### src/rtl/mem_port_arbiter.sv
// mem_port_arbiter
//   Shares the core's single memory port between the instruction fetch unit (IFU) and the
//   load/store unit (LSU). A three-state FSM grants one requester at a time. It registers the
//   address-select that steers the port's 2:1 address mux, and holds the grant until the memory
//   acknowledges or a timeout fires. A streak counter bounds consecutive LSU grants while the
//   IFU is waiting, so fetch cannot be starved.
//
// Ports
//   clk, rst_n               clock (rising edge), synchronous active-low reset
//   ifu_req, ifu_addr        IFU read request and address (held until ifu_done)
//   lsu_req, lsu_we,         LSU request, write enable, address and store data
//   lsu_addr, lsu_wdata      (held until lsu_done)
//   mem_ready, mem_rdata     memory acknowledge and read data
//   mem_valid, mem_we,       memory port: access in progress, write strobe, muxed address,
//   mem_addr, mem_wdata      store data
//   addr_sel                 registered mux control, 0 = IFU, 1 = LSU
//   ifu_done, ifu_rdata      IFU completion pulse and read data
//   lsu_done, lsu_rdata      LSU completion pulse and read data
//   bus_err                  timeout pulse, coincident with the done pulse
module mem_port_arbiter #(
    parameter int unsigned BIT_WIDTH  = 32,
    parameter int unsigned MAX_STREAK = 4,
    parameter int unsigned TIMEOUT    = 16
) (
    input  logic                 clk,
    input  logic                 rst_n,
    input  logic                 ifu_req,
    input  logic [BIT_WIDTH-1:0] ifu_addr,
    input  logic                 lsu_req,
    input  logic                 lsu_we,
    input  logic [BIT_WIDTH-1:0] lsu_addr,
    input  logic [BIT_WIDTH-1:0] lsu_wdata,
    input  logic                 mem_ready,
    input  logic [BIT_WIDTH-1:0] mem_rdata,
    output logic                 mem_valid,
    output logic                 mem_we,
    output logic [BIT_WIDTH-1:0] mem_addr,
    output logic [BIT_WIDTH-1:0] mem_wdata,
    output logic                 addr_sel,
    output logic                 ifu_done,
    output logic                 lsu_done,
    output logic [BIT_WIDTH-1:0] ifu_rdata,
    output logic [BIT_WIDTH-1:0] lsu_rdata,
    output logic                 bus_err
);

    localparam int unsigned STREAK_W = (MAX_STREAK < 1) ? 1 : $clog2(MAX_STREAK + 1);
    localparam int unsigned TIMER_W  = (TIMEOUT < 2) ? 1 : $clog2(TIMEOUT);

    localparam logic [STREAK_W-1:0] STREAK_MAX = STREAK_W'(MAX_STREAK);
    localparam logic [TIMER_W-1:0]  TIMER_LAST = TIMER_W'(TIMEOUT - 1);

    localparam logic [1:0] StIdle   = 2'd0;
    localparam logic [1:0] StBusyIf = 2'd1;
    localparam logic [1:0] StBusyLs = 2'd2;

    logic [1:0]          state_q, state_d;
    logic                addr_sel_q, addr_sel_d;
    logic [STREAK_W-1:0] streak_q, streak_d;
    logic [TIMER_W-1:0]  timer_q, timer_d;

    logic busy;
    logic timer_expired;
    logic finish;
    logic lsu_wins;

    assign busy          = (state_q == StBusyIf) || (state_q == StBusyLs);
    assign timer_expired = (timer_q == TIMER_LAST);
    // mem_ready on the last timer cycle wins over the timeout.
    assign finish        = busy && (mem_ready || timer_expired);
    // The IFU only blocks the LSU once the LSU has used up its streak allowance.
    assign lsu_wins      = lsu_req && (!ifu_req || (streak_q < STREAK_MAX));

    always_comb begin
        state_d    = state_q;
        addr_sel_d = addr_sel_q;
        streak_d   = streak_q;
        timer_d    = timer_q;

        case (state_q)
            StIdle: begin
                timer_d = '0;
                if (lsu_wins) begin
                    state_d    = StBusyLs;
                    addr_sel_d = 1'b1;
                    if (!ifu_req) begin
                        streak_d = '0;
                    end else if (streak_q != STREAK_MAX) begin
                        streak_d = streak_q + STREAK_W'(1);
                    end
                end else if (ifu_req) begin
                    state_d    = StBusyIf;
                    addr_sel_d = 1'b0;
                    streak_d   = '0;
                end
            end
            StBusyIf, StBusyLs: begin
                if (finish) begin
                    state_d = StIdle;
                    timer_d = '0;
                end else begin
                    timer_d = timer_q + TIMER_W'(1);
                end
            end
            default: begin
                state_d = StIdle;
                timer_d = '0;
            end
        endcase
    end

    always_ff @(posedge clk) begin
        if (!rst_n) begin
            state_q    <= StIdle;
            addr_sel_q <= 1'b0;
            streak_q   <= '0;
            timer_q    <= '0;
        end else begin
            state_q    <= state_d;
            addr_sel_q <= addr_sel_d;
            streak_q   <= streak_d;
            timer_q    <= timer_d;
        end
    end

    always_comb begin
        mem_valid = busy;
        mem_we    = 1'b0;
        mem_addr  = '0;
        mem_wdata = '0;
        ifu_done  = 1'b0;
        lsu_done  = 1'b0;
        ifu_rdata = '0;
        lsu_rdata = '0;
        bus_err   = busy && timer_expired && !mem_ready;

        if (busy) begin
            mem_addr = addr_sel_q ? lsu_addr : ifu_addr;
        end

        case (state_q)
            StBusyIf: begin
                ifu_done = finish;
                if (mem_ready) begin
                    ifu_rdata = mem_rdata;
                end
            end
            StBusyLs: begin
                mem_we    = lsu_we;
                mem_wdata = lsu_wdata;
                lsu_done  = finish;
                if (mem_ready) begin
                    lsu_rdata = mem_rdata;
                end
            end
            default: begin
            end
        endcase
    end

    assign addr_sel = addr_sel_q;

endmodule

### config.mk
export PLATFORM = sky130hd
export DESIGN_NAME = mem_port_arbiter
export DESIGN_NICKNAME = d
export VERILOG_FILES = /design/src/rtl/mem_port_arbiter.sv
export SDC_FILE = /design/constraint.sdc
export NUM_CORES = 1
export LEC_CHECK = 0
export CORE_AREA = 2 2 104 106
export CTS_CLUSTER_SIZE = 10
export DETAILED_ROUTE_END_ITERATION = 12
export DIE_AREA = 0 0 106 108
export GPL_TIMING_DRIVEN = 1
export PLACE_DENSITY = 0.66
export REMOVE_ABC_BUFFERS = 1
export SYNTH_ARGS = -nofsm -noshare
export SYNTH_HDL_FRONTEND = slang
export SYNTH_SLANG_ARGS = --single-unit
### constraint.sdc
create_clock -name clk -period 2.81 [get_ports clk]
set_clock_uncertainty 0.2 [all_clocks]
set_input_delay 0.281 -clock clk [delete_from_list [all_inputs] [get_ports clk]]
set_output_delay 0.281 -clock clk [all_outputs]
set_load 0.05 [all_outputs]
==> metrics.md <==
| Metric | Value |
|---|---|
| Global routing usage on met1 | `0.208` |
| Post-placement cell area | `5540 um2` |
| WS Path Type | `register to output pin` |
| Number of buffers inserted by post-CTS setup repair | `0` |
| Clock Latency Late Sink | `0.23 ns` |
| Area share of the leading cell type in the synthesized netlist | `0.236` |
| Highest clock frequency the design can meet | `441 MHz` |
| Cell type contributing the most total cell area after synthesis | `and3_1` |
| Required time of the critical path | `2.33 ns` |
| Largest stage delay on the critical path | `0.48 ns` |
| Worst-case setup margin in the final layout | `0.543 ns` |
| GRT overflow | `0` |
| Clock tree from TritonCTS | `done` |
| Final slew viol count | `0` |
| Final antenna diode count | `0` |
| Ordered cell list for the critical path | `inv_1 > ha_1 > buf_12 > and3_1 > buf_12` |
| Most common flop cell mapped by yosys | `dfxtp_1` |
| Share of power burned in the clock network | `0.076` |
| First-pass GRT wire length | `15.8 mm` |
| Clock slew at reported path FFs | `0.04 ns` |
| Maximum level of the CTS H-tree | `1` |
| Worst setup SP type | `register` |
| Core outline area | `10200 um2` |
| Peak ir drop on the vdd network | `231 uV` |
| Vias after detailed routing | `2659` |
| I/O pin cnt | `268` |
| Post-synthesis instance area | `1780 um2` |
| Flip-flop and latch count after synthesis | `10` |
| Global placer's final weighted congestion | `0.797` |
| Share of power burned in registers | `0.085` |
| Final hold vios | `0` |
| DRT antenna net count | `0` |
| Share of synthesized area occupied by flip-flops and latches | `0.113` |
| DR WL/cell | `17.0 um` |
| Crit path top cell by count | `buf_12` |
| Power share of the combinational group | `0.840` |
| Dpl hpwl | `9.11 mm` |
| Filler Cells Inserted | `902` |
| Floorplan die width | `106 um` |
| Leak Pwr | `2.48 nW` |
| Distinct cells, synth | `31` |
| Initial antenna violation count | `0` |
| Area growth, synth to finish | `214%` |
| Most common cell in the netlist | `and3_1` |
| Critical Path AT | `1.79 ns` |
| Count of TritonRoute iterations in the first routing pass | `4` |
| Minimum setup slack after placement | `0.749 ns` |
| Power per Cell Area | `331 nW/um2` |
| Highest net fanout along the worst path | `54` |
| Number of buffers and inverters on the critical path | `3` |
| Number of design-rule violations left by the first detailed-router iteration | `91` |
| Die Ht | `108 um` |
| Synthesized area per cell | `7.35 um2` |
| Met3 demand-to-capacity share in global routing | `0.0265` |
| Total of warnings raised by yosys | `0` |
| Worst-margin pin slew | `0.523 ns` |
| Run status | `completed` |
| Effective utilization at floorplan | `0.174` |
| Global router's overall resource usage | `0.173` |
| Cell with the largest stage delay on the worst path | `ha_1` |
| Top cells by instance count after synthesis | `and3_1 (67), and2_1 (33), nor2b_1 (33)` |
| Maximum number of pins on one net before global-route repair | `68` |
| Setup repair after global routing missed its margin | `no` |
| Via/cell ratio | `4.23` |
| Sum of negative setup slack | `0 ns` |
| Synthesized instance count | `242` |
| Max-cap viol count | `0` |
| Total wirelength of the detailed-routed design | `10.7 mm` |
| Switching part of the total | `0.488` |
| Number of nets at the end of the flow | `635` |
| FP Rows | `37` |
| Number of enable flip-flop cells after synthesis | `0` |
| Pint | `0.000947 W` |
| Total number of clock tree sinks | `10` |
| Number of buffers added on ports | `267` |
| Crit path time final | `2.27 ns` |
| Net switching power | `0.000901 W` |
| Type of the most critical hold path | `register to register` |
| Final setup vio count | `0` |
| Most crowded layer after global routing | `met2` |
| Family with the most delay on the worst path | `buffers and inverters` |
| CTS buffer count | `3` |
| Number of buffers inserted for hold repair after clock tree synthesis | `0` |
| Post-synth ARST share | `0` |
| Final routed DRC violation total | `0` |
| Area of all placed cells without fillers | `5580 um2` |
| Total die area | `11400 um2` |
| Post-cts repair resize count | `0` |
| Share of final-layout standard cells stronger than drive strength 1 | `0.296` |
| Root cell of the clock tree | `clkbuf_8` |
| Met2 Resource Use GR | `0.330` |
| Cell types with the largest area share after synthesis | `and3_1 (24%), mux2i_1 (18%), and2_1 (12%)` |
| Number of global-route vias before repair | `2659` |
| Max-slew headroom at the worst pin | `0.651` |
| Fin crit share | `0.807` |
| Endpoint class of the critical path | `output pin` |
| Number of buffers between clock root and the deepest sink | `2` |
[metal layers]
metal / vias to the layer above / part of all wire
met1: 1221 / 0.41
met5: - / 0
met3: 12 / 0.041
met2: 94 / 0.54
met4: 0 / 0.015
li1: 1332 / -
[through the flow]
| step | power, W | hold slack (ns) | utilization | instances |
|---|---|---|---|---|
| 3_5_place_dp | 0.00172 | 0.249 | 0.542 | 626 |
| 4_1_cts | 0.00187 | 0.260 | 0.546 | 629 |
| 3_3_place_gp | 0.00170 | 0.225 | 0.542 | 626 |
| 6_report | 0.00185 | 0.251 | 0.546 | 629 |
| 2_1_floorplan | 0.000949 | 0.218 | - | 218 |
| 5_1_grt | 0.00193 | 0.287 | 0.546 | 629 |
[power groups by stage]
stage | registers [W] | clock network [W] | logic (W)
floorplan | 0.000183 | 0 | 0.000766
global placement | 0.000159 | 0 | 0.00154
detailed placement | 0.000159 | 0 | 0.00156
CTS | 0.000157 | 0.000145 | 0.00156
global route | 0.000158 | 0.000153 | 0.00162
finish | 0.000157 | 0.000140 | 0.00155
[cells by family after synthesis]
| logic type | count (synthesis) | synth area share |
|---|---|---|
| AO/OA/AOI/OAI | 10 | 0.0436 |
| buffers and inverters | 29 | 0.0809 |
| flip-flops | 10 | 0.113 |
| multiplexers | 32 | 0.180 |
| adder cells (fa/ha/maj) | 6 | 0.0422 |
| AND/OR/NAND/NOR | 153 | 0.531 |
| XOR/XNOR | 2 | 0.00985 |
[flip-flops by register name (all words and copies together), names as in the netlist]
signal,cells
streak_q,3
state_q,2
addr_sel,1
timer_q,4
[cell type report]
class	count	area, um2	area share
Timing Repair Buffer	272	3720	0.666
Multi-Input combinational cell	203	1430	0.257
Sequential cell	10	201	0.0361
Tap cell	136	170	0.0305
Clock buffer	3	41.3	0.00740
Inverter	5	18.8	0.00336
[worst register-to-register path, delay by kind of cell (launching register included)]
family,cells,cell delay [ns]
AOI/OAI and AO/OA,1,0.24
adders and majority gates,1,0.33
buffers and inverters,1,0.07
DFF,1,0.35
and+or+nand+nor,2,0.33
[path summary, 6_finish.rpt]
path | start | endpoint | slack (ns) | cells after the start
setup reg to reg | state_q[0] | state_q[0] | 1.18 | 5
hold / removal | timer_q[0] | timer_q[0] | 0.25 | 1
hold reg to reg | timer_q[0] | timer_q[0] | 0.25 | 1
setup / recovery | state_q[0] | lsu_rdata[24] | 0.54 | 5
[cells in the final DEF (no fill, tap or decap)]
cell,netlist,layout
mux2i_1,32,32
dfxtp_2,0,1
nand2_1,6,6
and2b_4,1,1
a21oi_1,3,3
clkbuf_8,0,3
a21boi_0,1,1
nand2b_1,1,1
clkdlybuf4s50_1,0,134
nor2b_1,33,33
o221a_1,1,1
a22oi_1,2,2
o21ai_0,1,1
and2_1,33,33
and3_1,67,67
buf_12,0,107
ha_1,6,6
xor2_1,1,1
and2b_1,1,1
o32ai_2,1,1
nor3b_1,1,1
nor2_1,5,5
inv_1,5,5
nand3_2,1,1
dfxtp_1,10,9
and4b_1,1,1
xnor2_1,1,1
and2_4,1,1
buf_4,1,31
a21boi_1,1,1
nand3_1,2,2
Note: power is estimated with default switching activity, not from simulation.
